[config.mk]
export PLATFORM = sky130hd
export DESIGN_NAME = mux32_rr_sched
export DESIGN_NICKNAME = d
export VERILOG_FILES = /design/src/rtl/mux_sched_pkg.sv /design/src/rtl/mux321.sv /design/src/rtl/mux32_rr_sched.sv
export SDC_FILE = /design/constraint.sdc
export NUM_CORES = 1
export LEC_CHECK = 0
export BUFFER_PORTS_ARGS = -buffer_cell sky130_fd_sc_hd__clkbuf_2
export CORE_ASPECT_RATIO = 0.5
export CORE_MARGIN = 4
export CORE_UTILIZATION = 30
export DETAILED_ROUTE_END_ITERATION = 16
export PLACE_DENSITY_LB_ADDON = 0.3
export SLEW_MARGIN = 20
export SYNTH_ARGS = -nofsm -noshare
export SYNTH_HDL_FRONTEND = slang
export SYNTH_SLANG_ARGS = --single-unit
[constraint.sdc]
create_clock -name clk -period 8.4 [get_ports clk]
set_clock_uncertainty 0.1 [all_clocks]
set_input_delay 0.84 -clock clk [delete_from_list [all_inputs] [get_ports clk]]
set_output_delay 0.84 -clock clk [all_outputs]
set_load 0.02 [all_outputs]
[src/rtl/mux_sched_pkg.sv]
// Shared definitions for the round-robin mux scheduler.
//   state_t  : scheduler FSM states (IDLE, BUSY)
//   SEL_W    : width of the internal requester index (32 requesters max)
//   pick_t   : result of a round-robin search {found, idx}
//   rr_pick  : first set bit of req scanning ptr, ptr+1, .. wrapping to ptr-1
package mux_sched_pkg;

  localparam int MAX_N = 32;
  localparam int SEL_W = 5;

  typedef enum logic {IDLE, BUSY} state_t;

  typedef struct packed {
    logic             found;
    logic [SEL_W-1:0] idx;
  } pick_t;

  // The candidate index wraps naturally at 32 because it is SEL_W bits wide;
  // requesters beyond N are zero-padded by the caller and never win.
  function automatic pick_t rr_pick(input logic [MAX_N-1:0] req,
                                    input logic [SEL_W-1:0] ptr);
    pick_t            res;
    logic [SEL_W-1:0] cand;
    res = '0;
    for (int k = 0; k < MAX_N; k++) begin
      cand = ptr + k[SEL_W-1:0];
      if (!res.found && req[cand]) begin
        res.found = 1'b1;
        res.idx   = cand;
      end
    end
    return res;
  endfunction

endpackage

[src/rtl/mux321.sv]
// 32:1 single-bit multiplexer.
//   in  : 32 data bits
//   sel : 5-bit select
//   out : in[sel]
module mux321 (
  input  logic [31:0] in,
  input  logic [4:0]  sel,
  output logic        out
);

  assign out = in[sel];

endmodule

[src/rtl/mux32_rr_sched.sv]
// Round-robin scheduler sharing a 32:1 bit mux among N requesters. The
// winner's data bit is captured into a registered output and offered
// downstream on a valid/ready handshake; the owner gets a one-cycle ack on
// the transfer cycle.
//   clk, rst  : clock, synchronous active-high reset
//   req, in   : per-requester request level and data bit
//   sel       : index of current/last winner (mux select)
//   out       : registered granted data bit, out_valid qualifies it
//   out_ready : downstream accept
//   ack       : one-hot transfer pulse to the beat's owner
// Optional feature: define MUX_BURST_EN to let a winner keep the grant for
// up to MAX_BURST consecutive beats while it keeps requesting.
module mux32_rr_sched
  import mux_sched_pkg::*;
#(
  parameter int N         = 32,
  parameter int SEL_W     = 5,
  parameter int MAX_BURST = 4
) (
  input  logic             clk,
  input  logic             rst,
  input  logic [N-1:0]     req,
  input  logic [N-1:0]     in,
  output logic [SEL_W-1:0] sel,
  output logic             out,
  output logic             out_valid,
  input  logic             out_ready,
  output logic [N-1:0]     ack
);

  localparam int IDX_W = mux_sched_pkg::SEL_W;
  localparam logic [IDX_W-1:0] LAST = IDX_W'(N - 1);

  if (N < 2 || N > 32 || SEL_W != $clog2(N) || MAX_BURST < 2 || MAX_BURST > 16) begin : g_bad_param
    $error("mux32_rr_sched: illegal parameter combination");
  end

  state_t             state_q, state_d;
  logic [IDX_W-1:0]   sel_q, sel_d;
  logic [IDX_W-1:0]   ptr_q, ptr_d;
  logic               out_q, out_d;

  logic [MAX_N-1:0]   req_pad, in_pad, pick_req, ack_pad;
  logic [IDX_W-1:0]   next_ptr, pick_ptr, mux_sel;
  logic               transfer, burst_hold, mux_out;
  pick_t              pick;

  always_comb begin
    req_pad        = '0;
    in_pad         = '0;
    req_pad[N-1:0] = req;
    in_pad[N-1:0]  = in;
  end

  assign transfer = (state_q == BUSY) && out_ready;
  assign next_ptr = (sel_q == LAST) ? '0 : sel_q + 1'b1;

  // While BUSY the search looks ahead from the post-transfer pointer with the
  // current owner masked, so the next beat can load on the transfer edge.
  always_comb begin
    if (state_q == BUSY) begin
      pick_req = req_pad & ~(MAX_N'(1) << sel_q);
      pick_ptr = next_ptr;
    end else begin
      pick_req = req_pad;
      pick_ptr = ptr_q;
    end
    pick = rr_pick(pick_req, pick_ptr);
  end

`ifdef MUX_BURST_EN
  localparam logic [3:0] BURST_LAST = 4'(MAX_BURST - 1);
  logic [3:0] burst_cnt_q, burst_cnt_d;

  assign burst_hold = transfer && req_pad[sel_q] && (burst_cnt_q < BURST_LAST);

  always_comb begin
    burst_cnt_d = burst_cnt_q;
    if (transfer) begin
      burst_cnt_d = burst_hold ? burst_cnt_q + 4'd1 : 4'd0;
    end
  end

  always_ff @(posedge clk) begin
    if (rst) begin
      burst_cnt_q <= '0;
    end else begin
      burst_cnt_q <= burst_cnt_d;
    end
  end
`else
  assign burst_hold = 1'b0;
`endif

  // Mux select is the index of the beat about to be captured.
  assign mux_sel = burst_hold ? sel_q : pick.idx;

  mux321 u_mux (
    .in  (in_pad),
    .sel (mux_sel),
    .out (mux_out)
  );

  always_comb begin
    state_d = state_q;
    sel_d   = sel_q;
    out_d   = out_q;
    ptr_d   = ptr_q;
    case (state_q)
      IDLE: begin
        if (pick.found) begin
          state_d = BUSY;
          sel_d   = pick.idx;
          out_d   = mux_out;
        end
      end
      BUSY: begin
        if (out_ready) begin
          if (burst_hold) begin
            out_d = mux_out;
          end else begin
            ptr_d = next_ptr;
            if (pick.found) begin
              sel_d = pick.idx;
              out_d = mux_out;
            end else begin
              state_d = IDLE;
            end
          end
        end
      end
      default: state_d = IDLE;
    endcase
  end

  always_ff @(posedge clk) begin
    if (rst) begin
      state_q <= IDLE;
      sel_q   <= '0;
      ptr_q   <= '0;
      out_q   <= 1'b0;
    end else begin
      state_q <= state_d;
      sel_q   <= sel_d;
      ptr_q   <= ptr_d;
      out_q   <= out_d;
    end
  end

  // A beat caught by reset is dropped silently, so ack is masked by rst.
  assign ack_pad   = (transfer && !rst) ? (MAX_N'(1) << sel_q) : '0;
  assign ack       = ack_pad[N-1:0];
  assign out_valid = (state_q == BUSY);
  assign sel       = sel_q[SEL_W-1:0];
  assign out       = out_q;

endmodule

# After elaboration in Yosys (flattened, before gate mapping)

Cells that the tools add are included.

Add/sub/neg operators: 32
Order comparisons: 33
Equality and inequality tests: 2
Shifts and indexed selects: 1
Mux-type cells: 111
Bitwise logic cells: 3
Reductions and logical operators: 66

Operator list:

| operator                                                                     | count |
|---|---|
| 5-bit by 6-bit less-than comparator with 1-bit output, second input constant | 33 |
| 6-bit two-way mux                                                            | 32 |
| 1-bit binary-select mux with 5-bit select                                    | 33 |
| 5-bit adder, second input constant                                           | 16 |
| 32-bit two-way mux                                                           | 2 |
| 5-bit by 4-bit adder with 5-bit output, second input constant                | 8 |
| 1-bit two-way mux                                                            | 37 |
| 1-bit logical AND                                                            | 33 |
| 32-bit bitwise AND                                                           | 1 |
| 1-bit logical NOT                                                            | 32 |
| 32-bit NOT                                                                   | 1 |
| 1-bit by 5-bit << shifter with 32-bit output, first input constant           | 1 |
| 5-bit by 3-bit adder with 5-bit output, second input constant                | 4 |
| 5-bit two-way mux                                                            | 4 |
| 5-bit by 1-bit adder with 5-bit output, second input constant                | 2 |
| 5-bit by 2-bit adder with 5-bit output, second input constant                | 2 |
| 5-bit one-hot mux with 2 select lines                                        | 1 |
| 5-bit == test, second input constant                                         | 1 |
| 1-bit one-hot mux with 2 select lines                                        | 2 |
| 2-bit inequality test, second input constant                                 | 1 |
| 2-bit AND reduction                                                          | 1 |
| 1-bit NOT                                                                    | 1 |

Register bits: 12
Bits of input ports: 67
Logic and storage cells: 252

# Depth between registers and ports, before layout

Gate-level depths: netlist (run 1).

Depth after elaboration: 105
Mapped depth: 34
Depth with buffers taken out: 25

# By module

Synthesis (run 1) repeated with hierarchy kept, for this count alone.

Cells, all modules: 1178
Area, all modules: 8204.1 µm²

Modules (own cells, without submodules):

| module         | times used | cells each | area each (µm²) | sequential area each (µm²) |
|---|---|---|---|---|
| mux32_rr_sched | 1          | 1137       | 7878.8          | 240.2 |
| mux321         | 1          | 41         | 325.3           | 0.0 |

# Worst setup path before layout (run 1)

OpenSTA, ideal clock, no wires.

Path type: register to register
Start: register sel_q[3], in the netlist sel[3]
End: register out_q, in the netlist out
Data arrival time: 7.095 ns
Required time: 8.156 ns
Setup slack: 1.062 ns
Cell stages (with the launch flop): 30
Clock period less this slack: 7.338 ns
Cell sequence: dfxtp_1 > buf_2 > clkbuf_1 > and3_1 > ha_1 > buf_4 > nor3b_4 > nor2_4 > clkbuf_1 > buf_1 > ha_1 > clkbuf_1 > inv_1 > buf_1 > clkbuf_1 > mux4_2 > o211ai_1 > o2111a_1 > nand3_1 > clkbuf_1 > or4_4 > nor4b_4 > nor3_2 > o22a_1 > buf_2 > nand3_1 > nand3_1 > and4_1 > o41ai_2 > a311oi_1

Longest elaborated chain between the ends: 105
Elaborated cells between the ends (all ways): 202

Ends and longest elaborated chain:

| what                                                                                            | line                                         | RTL |
|---|---|---|
| start, declared                                                                                 | mux32_rr_sched.sv:39                         | `logic [IDX_W-1:0] sel_q, sel_d;` |
| start signal, assigned                                                                          | mux32_rr_sched.sv:144                        | `sel_q <= sel_d;` |
| parallel branches: the longest is 99 deep, another holds 5-bit by 1-bit adder with 5-bit output | -                                            |  |
| 6-bit two-way mux *                                                                             | mux_sched_pkg.sv:27                          | `if (!res.found && req[cand]) begin` |
| 1-bit binary-select mux with 5-bit select                                                       | mux321.sv:11                                 | `assign out = in[sel];` |
| 1-bit two-way mux (implied by the code)                                                         | mux321.sv:11                                 |  |
| 1-bit two-way mux *                                                                             | mux32_rr_sched.sv:111, mux32_rr_sched.sv:123 |  |
| 1-bit two-way mux                                                                               | mux32_rr_sched.sv:118                        | `if (out_ready) begin` |
| 1-bit one-hot mux with 2 select lines *                                                         | mux32_rr_sched.sv:109                        | `case (state_q)` |
| end signal, assigned                                                                            | mux32_rr_sched.sv:146                        | `out_q <= out_d;` |
| end, declared                                                                                   | mux32_rr_sched.sv:41                         | `logic out_q, out_d;` |

Every way passes the cells marked *. The select of a mux whose other input is x is not followed.
A chain may end at the register's enable or synchronous reset.

# Worst setup path in the final report (run 1)

Start: register sel_q[0], in the netlist sel[0]
End: register out_q, in the netlist out

The elaborated chain is that of the path after synthesis.

==> metrics.txt, run 1 <==
# TYPE chip_impl_metric gauge
chip_impl_metric{name="number_of_antenna_violations_at_the_first_check_in_global_routing",unit=""} 0
chip_impl_metric{name="grt_start_max_net_pins",unit=""} 50
chip_impl_metric{name="initialDrtViolationCount",unit=""} 1803
chip_impl_metric{name="relSlewSlack",unit="%"} 24.3
chip_impl_metric{name="netlist-cell-type-count",unit=""} 104
chip_impl_metric{name="synth_nets",unit=""} 1220
chip_impl_metric{name="drt.antenna.violating_nets",unit=""} 0
chip_impl_metric{name="synth.ff_latch_count",unit=""} 12
chip_impl_metric{name="finalNetCount",unit=""} 1301
chip_impl_metric{name="dr_total_vias",unit=""} 10900
chip_impl_metric{name="asyncSetResetFlopFracSynth",unit="%"} 0
chip_impl_metric{name="numPlacedInstances",unit=""} 1562
chip_impl_metric{name="syn_area",unit="mm2"} 0.00809
chip_impl_metric{name="hpwlAfterDp",unit="um"} 36700
chip_impl_info{name="cts.root.buffer_cell",value="sky130_fd_sc_hd__clkbuf_16"} 1
chip_impl_metric{name="cts_buffers",unit=""} 3
chip_impl_metric{name="synth_enable_flop_cells",unit=""} 0
chip_impl_metric{name="dpl_cell_area",unit="mm2"} 0.00907
chip_impl_metric{name="floorplan.initialDensity",unit="%"} 30.5
chip_impl_metric{name="timing.max_cap.violations",unit=""} 0
chip_impl_metric{name="final_max_slew_viol_count",unit=""} 0
chip_impl_metric{name="drcViolationCount",unit=""} 0
chip_impl_metric{name="worst-endpoint-arrival",unit="ps"} 8080
chip_impl_info{name="synthTopCellsByCount",value="sky130_fd_sc_hd__nor2_1 (101), sky130_fd_sc_hd__o21ai_0 (89), sky130_fd_sc_hd__nand2_1 (85)"} 1
chip_impl_metric{name="worst_pin_slew",unit="ps"} 1130
chip_impl_metric{name="grt_pass1_vias",unit=""} 9678
chip_impl_metric{name="synthesis.yosys.warnings",unit=""} 0
chip_impl_metric{name="timing.setup.tns",unit="ps"} 0
chip_impl_metric{name="setup.reg_to_reg.worst_slack",unit="ps"} 290
chip_impl_metric{name="finalInstanceArea",unit="mm2"} 0.00916
chip_impl_info{name="timing.critical_path.from_type",value="register"} 1
chip_impl_metric{name="gr-usage-all-layers",unit="%"} 29.4
chip_impl_metric{name="min_period_over_period",unit="%"} 96.5
chip_impl_info{name="critical_path.reg2reg.startpoint",value="sel[0]$_SDFFE_PP0P_"} 1
chip_impl_metric{name="globalRoute.totalOverflow",unit=""} 0
chip_impl_metric{name="hold-path-cell-count",unit=""} 2
chip_impl_metric{name="clk_latency",unit="ps"} 240
chip_impl_metric{name="io_buffers",unit=""} 105
chip_impl_metric{name="die_y",unit="um"} 124
chip_impl_info{name="hold_path_startpoint",value="ptr_q[4]$_SDFFE_PP0P_"} 1
chip_impl_info{name="critical_path.reg2reg.endpoint",value="out$_SDFFE_PP0P_"} 1
chip_impl_metric{name="max_freq",unit="GHz"} 0.123
chip_impl_info{name="synth.area.top_cells",value="sky130_fd_sc_hd__mux4_2 (8.6%), sky130_fd_sc_hd__o21ai_0 (5.5%), sky130_fd_sc_hd__o2111ai_1 (5.3%), sky130_fd_sc_hd__nor2_1 (4.7%), sky130_fd_sc_hd__mux2i_1 (4.5%)"} 1
chip_impl_info{name="grt_setup_unrepaired",value="false"} 1
chip_impl_metric{name="antenna_cells_inserted",unit=""} 0
chip_impl_info{name="path_class",value="register to register"} 1
chip_impl_metric{name="place.gp.congestion",unit=""} 1.13
chip_impl_info{name="post-synth-top-area-cell",value="sky130_fd_sc_hd__mux4_2"} 1
chip_impl_metric{name="worst_ep_required_time",unit="ps"} 8380
chip_impl_metric{name="routed_wire_length_per_instance",unit="um"} 29.2
chip_impl_metric{name="die_outline_width",unit="um"} 240
chip_impl_info{name="status",value="completed"} 1
chip_impl_metric{name="maximum_count_of_clock_buffers_along_a_single_path",unit=""} 2
chip_impl_metric{name="layout-drive-gt1-share",unit="%"} 22.9
chip_impl_info{name="timing.hold.worst.class",value="register to register"} 1
chip_impl_metric{name="setup-violations-final",unit=""} 0
chip_impl_info{name="synth.most_common_cell",value="sky130_fd_sc_hd__nor2_1"} 1
chip_impl_metric{name="hold_vio_cnt_final",unit=""} 0
chip_impl_metric{name="layoutNonFillerInstCount",unit=""} 1566
chip_impl_metric{name="htree_num_levels",unit=""} 1
chip_impl_metric{name="design.die.area",unit="mm2"} 0.0298
chip_impl_metric{name="seq_area_frac_synth",unit="%"} 2.97
chip_impl_metric{name="syn-mean-instance-area",unit="um2"} 7.13
chip_impl_metric{name="worst_r2r_path_depth",unit=""} 24
chip_impl_info{name="cts_tree",value="built"} 1
chip_impl_metric{name="synth_top_cell_area_share",unit="%"} 8.64
chip_impl_metric{name="vias_per_cell",unit=""} 6.98
chip_impl_metric{name="drtPass1Iterations",unit=""} 7
chip_impl_metric{name="placeableCoreArea",unit="mm2"} 0.0265
chip_impl_metric{name="clk_transition_reported_paths",unit="ps"} 50
chip_impl_metric{name="period_minus_slack",unit="ps"} 8110
chip_impl_metric{name="syn2layout_area_growth",unit="%"} 13.3
chip_impl_info{name="sort_of_element_at_the_end_of_the_critical_path",value="register"} 1
chip_impl_metric{name="post_synth_inst_count",unit=""} 1134
chip_impl_metric{name="ios",unit=""} 106
chip_impl_metric{name="wirelength",unit="um"} 45800
chip_impl_metric{name="cts.sink_count",unit=""} 12
chip_impl_info{name="timing.hold.worst_endpoint",value="ptr_q[4]$_SDFFE_PP0P_"} 1
chip_impl_metric{name="std_cell_rows",unit=""} 42
chip_impl_metric{name="critical_path.max_fanout",unit=""} 16
chip_impl_info{name="synth_top_flop_cell",value="sky130_fd_sc_hd__dfxtp_1"} 1
chip_impl_metric{name="wire_length_of_the_first_global_routing_pass",unit="um"} 65900
[metal layers]
layer	part of all wire, %	wire [um]	GRT usage [%]	vias up
li1	-	-	-	4727
met1	44	20000	44.1	5321
met2	39	18000	41.0	789
met3	15	6880	9.87	95
met4	1.9	892	4.50	0
met5	0	0	0	-
[how the worst max path moves through the flow]
stage / from / to / slack, ps / cells after the start
floorplan: sel[3]$_SDFFE_PP0P_ / out$_SDFFE_PP0P_ / 1060 / 29
global placement: sel[0]$_SDFFE_PP0P_ / out$_SDFFE_PP0P_ / 560 / 24
detailed placement: sel[0]$_SDFFE_PP0P_ / out$_SDFFE_PP0P_ / 600 / 24
CTS: sel[0]$_SDFFE_PP0P_ / out$_SDFFE_PP0P_ / 570 / 24
global route: sel[0]$_SDFFE_PP0P_ / out$_SDFFE_PP0P_ / 2 / 24
finish: sel[0]$_SDFFE_PP0P_ / out$_SDFFE_PP0P_ / 290 / 24
[through the flow]
stage	hold WS, ps	worst slack, ps	utilization, %
2_1_floorplan	347	1060	-
3_3_place_gp	376	563	34.2
3_5_place_dp	384	604	34.2
4_1_cts	391	567	34.6
5_1_grt	411	1.85	34.6
6_report	390	292	34.6
[flip-flops by register name (all words and copies together), names as in the netlist]
signal	flops
sel	5
out	1
ptr_q	5
out_valid	1
[cells in the final DEF, fill, tap and decap left out, types with 20 or more instances in the layout]
cell,netlist,final
sky130_fd_sc_hd__a21oi_1,44,44
sky130_fd_sc_hd__buf_4,6,56
sky130_fd_sc_hd__clkbuf_2,0,105
sky130_fd_sc_hd__mux2_2,24,24
sky130_fd_sc_hd__mux2i_1,36,35
sky130_fd_sc_hd__mux4_2,31,31
sky130_fd_sc_hd__nand2_1,85,85
sky130_fd_sc_hd__nand2b_1,20,20
sky130_fd_sc_hd__nand3_1,70,70
sky130_fd_sc_hd__nand4_1,30,30
sky130_fd_sc_hd__nor2_1,101,101
sky130_fd_sc_hd__nor3_1,35,35
sky130_fd_sc_hd__o2111ai_1,49,49
sky130_fd_sc_hd__o211ai_1,39,39
sky130_fd_sc_hd__o21ai_0,89,88
sky130_fd_sc_hd__o21ai_1,21,22
sky130_fd_sc_hd__o221ai_1,23,23
[cell type report]
cell class                      instances  area, um2
Clock buffer                            4       88.8
Inverter                               21       80.1
Fill cell                            2872      17300
Tap cell                              352        440
Multi-Input combinational cell       1016       7370
Timing Repair Buffer                  161        946
Sequential cell                        12        240
[cells by family (layout without fill, tap and decap cells)]
| family | count (synthesis) | after routing | share of synthesized area, % |
|---|---|---|---|
| compound gates | 415 | 415 | 36.6 |
| xor+xnor | 30 | 30 | 3.81 |
| fa+ha+maj | 19 | 19 | 2.94 |
| buf+inv | 106 | 186 | 6.16 |
| flops | 12 | 12 | 2.97 |
| mux | 95 | 95 | 17.2 |
| simple gates | 457 | 457 | 30.3 |
[worst max-delay path, cell delays in order (launching register included)]
cell	delay, ps
sky130_fd_sc_hd__dfxtp_1	560
sky130_fd_sc_hd__ha_1	280
sky130_fd_sc_hd__and3_1	170
sky130_fd_sc_hd__ha_1	400
sky130_fd_sc_hd__nand2b_1	240
sky130_fd_sc_hd__nand2_1	170
sky130_fd_sc_hd__o21ai_4	320
sky130_fd_sc_hd__ha_1	470
sky130_fd_sc_hd__a21boi_0	450
sky130_fd_sc_hd__xnor2_1	220
sky130_fd_sc_hd__o211ai_1	160
sky130_fd_sc_hd__o32ai_1	120
sky130_fd_sc_hd__mux2_2	280
sky130_fd_sc_hd__a31oi_1	540
sky130_fd_sc_hd__and2_1	420
sky130_fd_sc_hd__and3_1	480
sky130_fd_sc_hd__nand3_1	130
sky130_fd_sc_hd__buf_4	210
sky130_fd_sc_hd__nor3_1	580
sky130_fd_sc_hd__a2111oi_0	310
sky130_fd_sc_hd__and3_1	290
sky130_fd_sc_hd__or2_2	340
sky130_fd_sc_hd__and4_1	200
sky130_fd_sc_hd__o41ai_2	330
sky130_fd_sc_hd__a311oi_1	120
[timing repair]
| action | 4_1_cts | 5_1_grt |
|---|---|---|
| setup endpoints to repair | 0 | 1 |
| setup buffers | 0 | 0 |
| gates resized for setup | 0 | 1 |
| hold buffers | 0 | 0 |
Power of run 1 is left out: the tool's default activity adds up to more than one toggle a clock period on the data nets, which glitch-free logic cannot reach.
==> run 2, diff against run 1 <==
--- a/config.mk
+++ b/config.mk
@@ -7,7 +7,6 @@
 export LEC_CHECK = 0
 export BUFFER_PORTS_ARGS = -buffer_cell sky130_fd_sc_hd__clkbuf_2
 export CORE_ASPECT_RATIO = 0.5
-export CORE_MARGIN = 4
 export CORE_UTILIZATION = 30
 export DETAILED_ROUTE_END_ITERATION = 16
 export PLACE_DENSITY_LB_ADDON = 0.3
==> run 2 against run 1 <==
Against the previous run: non-clock buffer count up 2; register-to-register slack better by 90 ps; wire length down 0.39%; final area up 0.56%; critical path depth down 1; sequential share of layout area about the same; fmax up 1.1%; sequential cell count unchanged; global-route usage up 2.5 points; hold slack better by 2.6 ps; highest routed layer unchanged.
==> metrics.txt, run 2 (same netlist as run 1, synthesis figures left out) <==
# TYPE chip_impl_metric gauge
chip_impl_info{name="cp_slowest_cell",value="sky130_fd_sc_hd__o31ai_1"} 1
chip_impl_metric{name="antenna_cells_inserted",unit=""} 0
chip_impl_metric{name="die_outline_width",unit="um"} 234
chip_impl_metric{name="die_y",unit="um"} 118
chip_impl_metric{name="worst_pin_slew",unit="ps"} 1050
chip_impl_metric{name="dr_total_vias",unit=""} 11000
chip_impl_metric{name="floorplan.initialDensity",unit="%"} 30.6
chip_impl_info{name="timing.critical_path.from_type",value="register"} 1
chip_impl_metric{name="cpPeakStageDelay",unit="ps"} 790
chip_impl_info{name="grt_setup_unrepaired",value="false"} 1
chip_impl_metric{name="finish.utilization",unit="%"} 34.9
chip_impl_metric{name="cts.sink_count",unit=""} 12
chip_impl_metric{name="relSlewSlack",unit="%"} 27.9
chip_impl_metric{name="seqCellArea",unit="um2"} 240
chip_impl_metric{name="critical_path.max_fanout",unit=""} 17
chip_impl_info{name="cts_tree",value="built"} 1
chip_impl_info{name="cp_common_cell",value="sky130_fd_sc_hd__nand3_1"} 1
chip_impl_metric{name="std_cell_rows",unit=""} 42
chip_impl_info{name="most-common-layout-cells",value="sky130_fd_sc_hd__clkbuf_2 (105), sky130_fd_sc_hd__nor2_1 (101), sky130_fd_sc_hd__o21ai_0 (89)"} 1
chip_impl_metric{name="layout-drive-gt1-share",unit="%"} 23.0
chip_impl_info{name="mostFrequentLayoutCell",value="sky130_fd_sc_hd__clkbuf_2"} 1
chip_impl_metric{name="io_buffers",unit=""} 105
chip_impl_metric{name="grt_pass1_vias",unit=""} 9731
chip_impl_metric{name="worst_ep_required_time",unit="ps"} 8380
chip_impl_metric{name="final_max_slew_viol_count",unit=""} 0
chip_impl_metric{name="hold_vio_cnt_final",unit=""} 0
chip_impl_metric{name="timing.setup.tns",unit="ps"} 0
chip_impl_metric{name="design.die.area",unit="mm2"} 0.0277
chip_impl_metric{name="multi_input_comb_area",unit="mm2"} 0.00740
chip_impl_metric{name="finalInstanceArea",unit="mm2"} 0.00921
chip_impl_metric{name="timing.max_cap.violations",unit=""} 0
chip_impl_metric{name="syn2layout_area_growth",unit="%"} 13.9
chip_impl_metric{name="dpl_cell_area",unit="mm2"} 0.00907
chip_impl_metric{name="clk_latency",unit="ps"} 240
chip_impl_metric{name="wirelength",unit="um"} 45600
chip_impl_metric{name="fillers",unit=""} 2870
chip_impl_metric{name="globalRoute.totalOverflow",unit=""} 0
chip_impl_metric{name="period_minus_slack",unit="ps"} 8020
chip_impl_metric{name="grt_start_max_net_pins",unit=""} 48
chip_impl_metric{name="placeableCoreArea",unit="mm2"} 0.0264
chip_impl_metric{name="finalNetCount",unit=""} 1304
chip_impl_metric{name="drcViolationCount",unit=""} 0
chip_impl_metric{name="setup-violations-final",unit=""} 0
chip_impl_metric{name="dp_worst_setup_slack",unit="ps"} 51.5
chip_impl_metric{name="wire_length_of_the_first_global_routing_pass",unit="um"} 65700
chip_impl_metric{name="drt.antenna.violating_nets",unit=""} 0
chip_impl_metric{name="final_worst_path_setup_slack",unit="ps"} 383
chip_impl_metric{name="max_freq",unit="GHz"} 0.125
chip_impl_info{name="status",value="completed"} 1
chip_impl_info{name="worstPathCellList",value="ha_1, and3_1, ha_2, nor3b_4, nor2_2, clkinv_2, ha_1, inv_1, a221oi_2, nor2_1, a21oi_1, o31ai_1, nand3_1, or2_2, or4_4, nor4b_4, nor3_2, o22a_1, nand3_1, nand3_1, and4_1, o41ai_2, a311oi_1"} 1
chip_impl_metric{name="hpwlAfterDp",unit="um"} 36700
chip_impl_metric{name="vias_per_cell",unit=""} 6.99
chip_impl_metric{name="ios",unit=""} 106
chip_impl_metric{name="maximum_count_of_clock_buffers_along_a_single_path",unit=""} 2
chip_impl_info{name="sort_of_element_at_the_end_of_the_critical_path",value="register"} 1
chip_impl_metric{name="min_period_over_period",unit="%"} 95.4
chip_impl_metric{name="routed_wire_length_per_instance",unit="um"} 29.1
chip_impl_metric{name="drtPass1Iterations",unit=""} 8
chip_impl_metric{name="clk_transition_reported_paths",unit="ps"} 40
chip_impl_metric{name="gr-usage-all-layers",unit="%"} 31.9
chip_impl_metric{name="htree_num_levels",unit=""} 1
chip_impl_metric{name="cts-hold-fix-buffers",unit=""} 0
chip_impl_metric{name="number_of_antenna_violations_at_the_first_check_in_global_routing",unit=""} 1
chip_impl_info{name="timing.hold.worst.class",value="register to register"} 1
chip_impl_metric{name="place.gp.congestion",unit=""} 1.07
chip_impl_metric{name="initialDrtViolationCount",unit=""} 1717
chip_impl_info{name="cts.root.buffer_cell",value="sky130_fd_sc_hd__clkbuf_16"} 1
chip_impl_metric{name="cts_buffers",unit=""} 3
chip_impl_metric{name="worst-endpoint-arrival",unit="ps"} 7990
chip_impl_info{name="path_class",value="register to register"} 1
==> run 2: cell types whose count changed in the layout (fill, tap and decap cells not counted), sizes merged <==
cell   before  now
nor3b       4    5
buf        56   58
==> run 2: critical path, delay by kind of cell (launching register included) <==
| family | cells | cell delay (ps) |
|---|---|---|
| flops | 1 | 680 |
| buf+inv | 2 | 340 |
| fa+ha+maj | 3 | 1070 |
| simple gates | 12 | 3590 |
| compound gates | 6 | 2060 |
==> run 2: path summary, 6_finish.rpt <==
kind / slack, ps / cells after the start / endpoint / start
worst min register to register: 390 / 2 / ptr_q[4]$_SDFFE_PP0P_ / ptr_q[4]$_SDFFE_PP0P_
worst max register to register: 380 / 23 / out$_SDFFE_PP0P_ / sel[0]$_SDFFE_PP0P_
worst max-delay path: 380 / 23 / out$_SDFFE_PP0P_ / sel[0]$_SDFFE_PP0P_
worst min-delay path: 390 / 2 / ptr_q[4]$_SDFFE_PP0P_ / ptr_q[4]$_SDFFE_PP0P_
==> run 2: repair_timing <==
action,in CTS,in global routing
endpoints found under the setup margin,0,6
gates resized for setup,0,4
buffers inserted,0,1
==> run 2: per-stage QoR <==
stage,hold WS (ps),std cells
finish,392,1569
CTS,394,1567
global route,415,1569
detailed placement,388,1563
floorplan,347,1134
global placement,374,1563
==> run 2: layout make-up <==
type,count,area share (%)
Clock buffer,4,0.964
Inverter,21,0.869
Timing Repair Buffer,163,10.4
Multi-Input combinational cell,1017,80.3
Tap cell,352,4.78
Sequential cell,12,2.61
==> run 2: layer usage <==
layer	share of wire, %	wire [um]	vias up	track usage [%]
li1	-	-	4740	-
met3	14	6480	116	10.0
met1	44	20200	5259	48.2
met4	2.8	1270	0	8.08
met2	39	17700	853	42.5
met5	0	0	-	0
Power of run 2 is left out for the same reason.
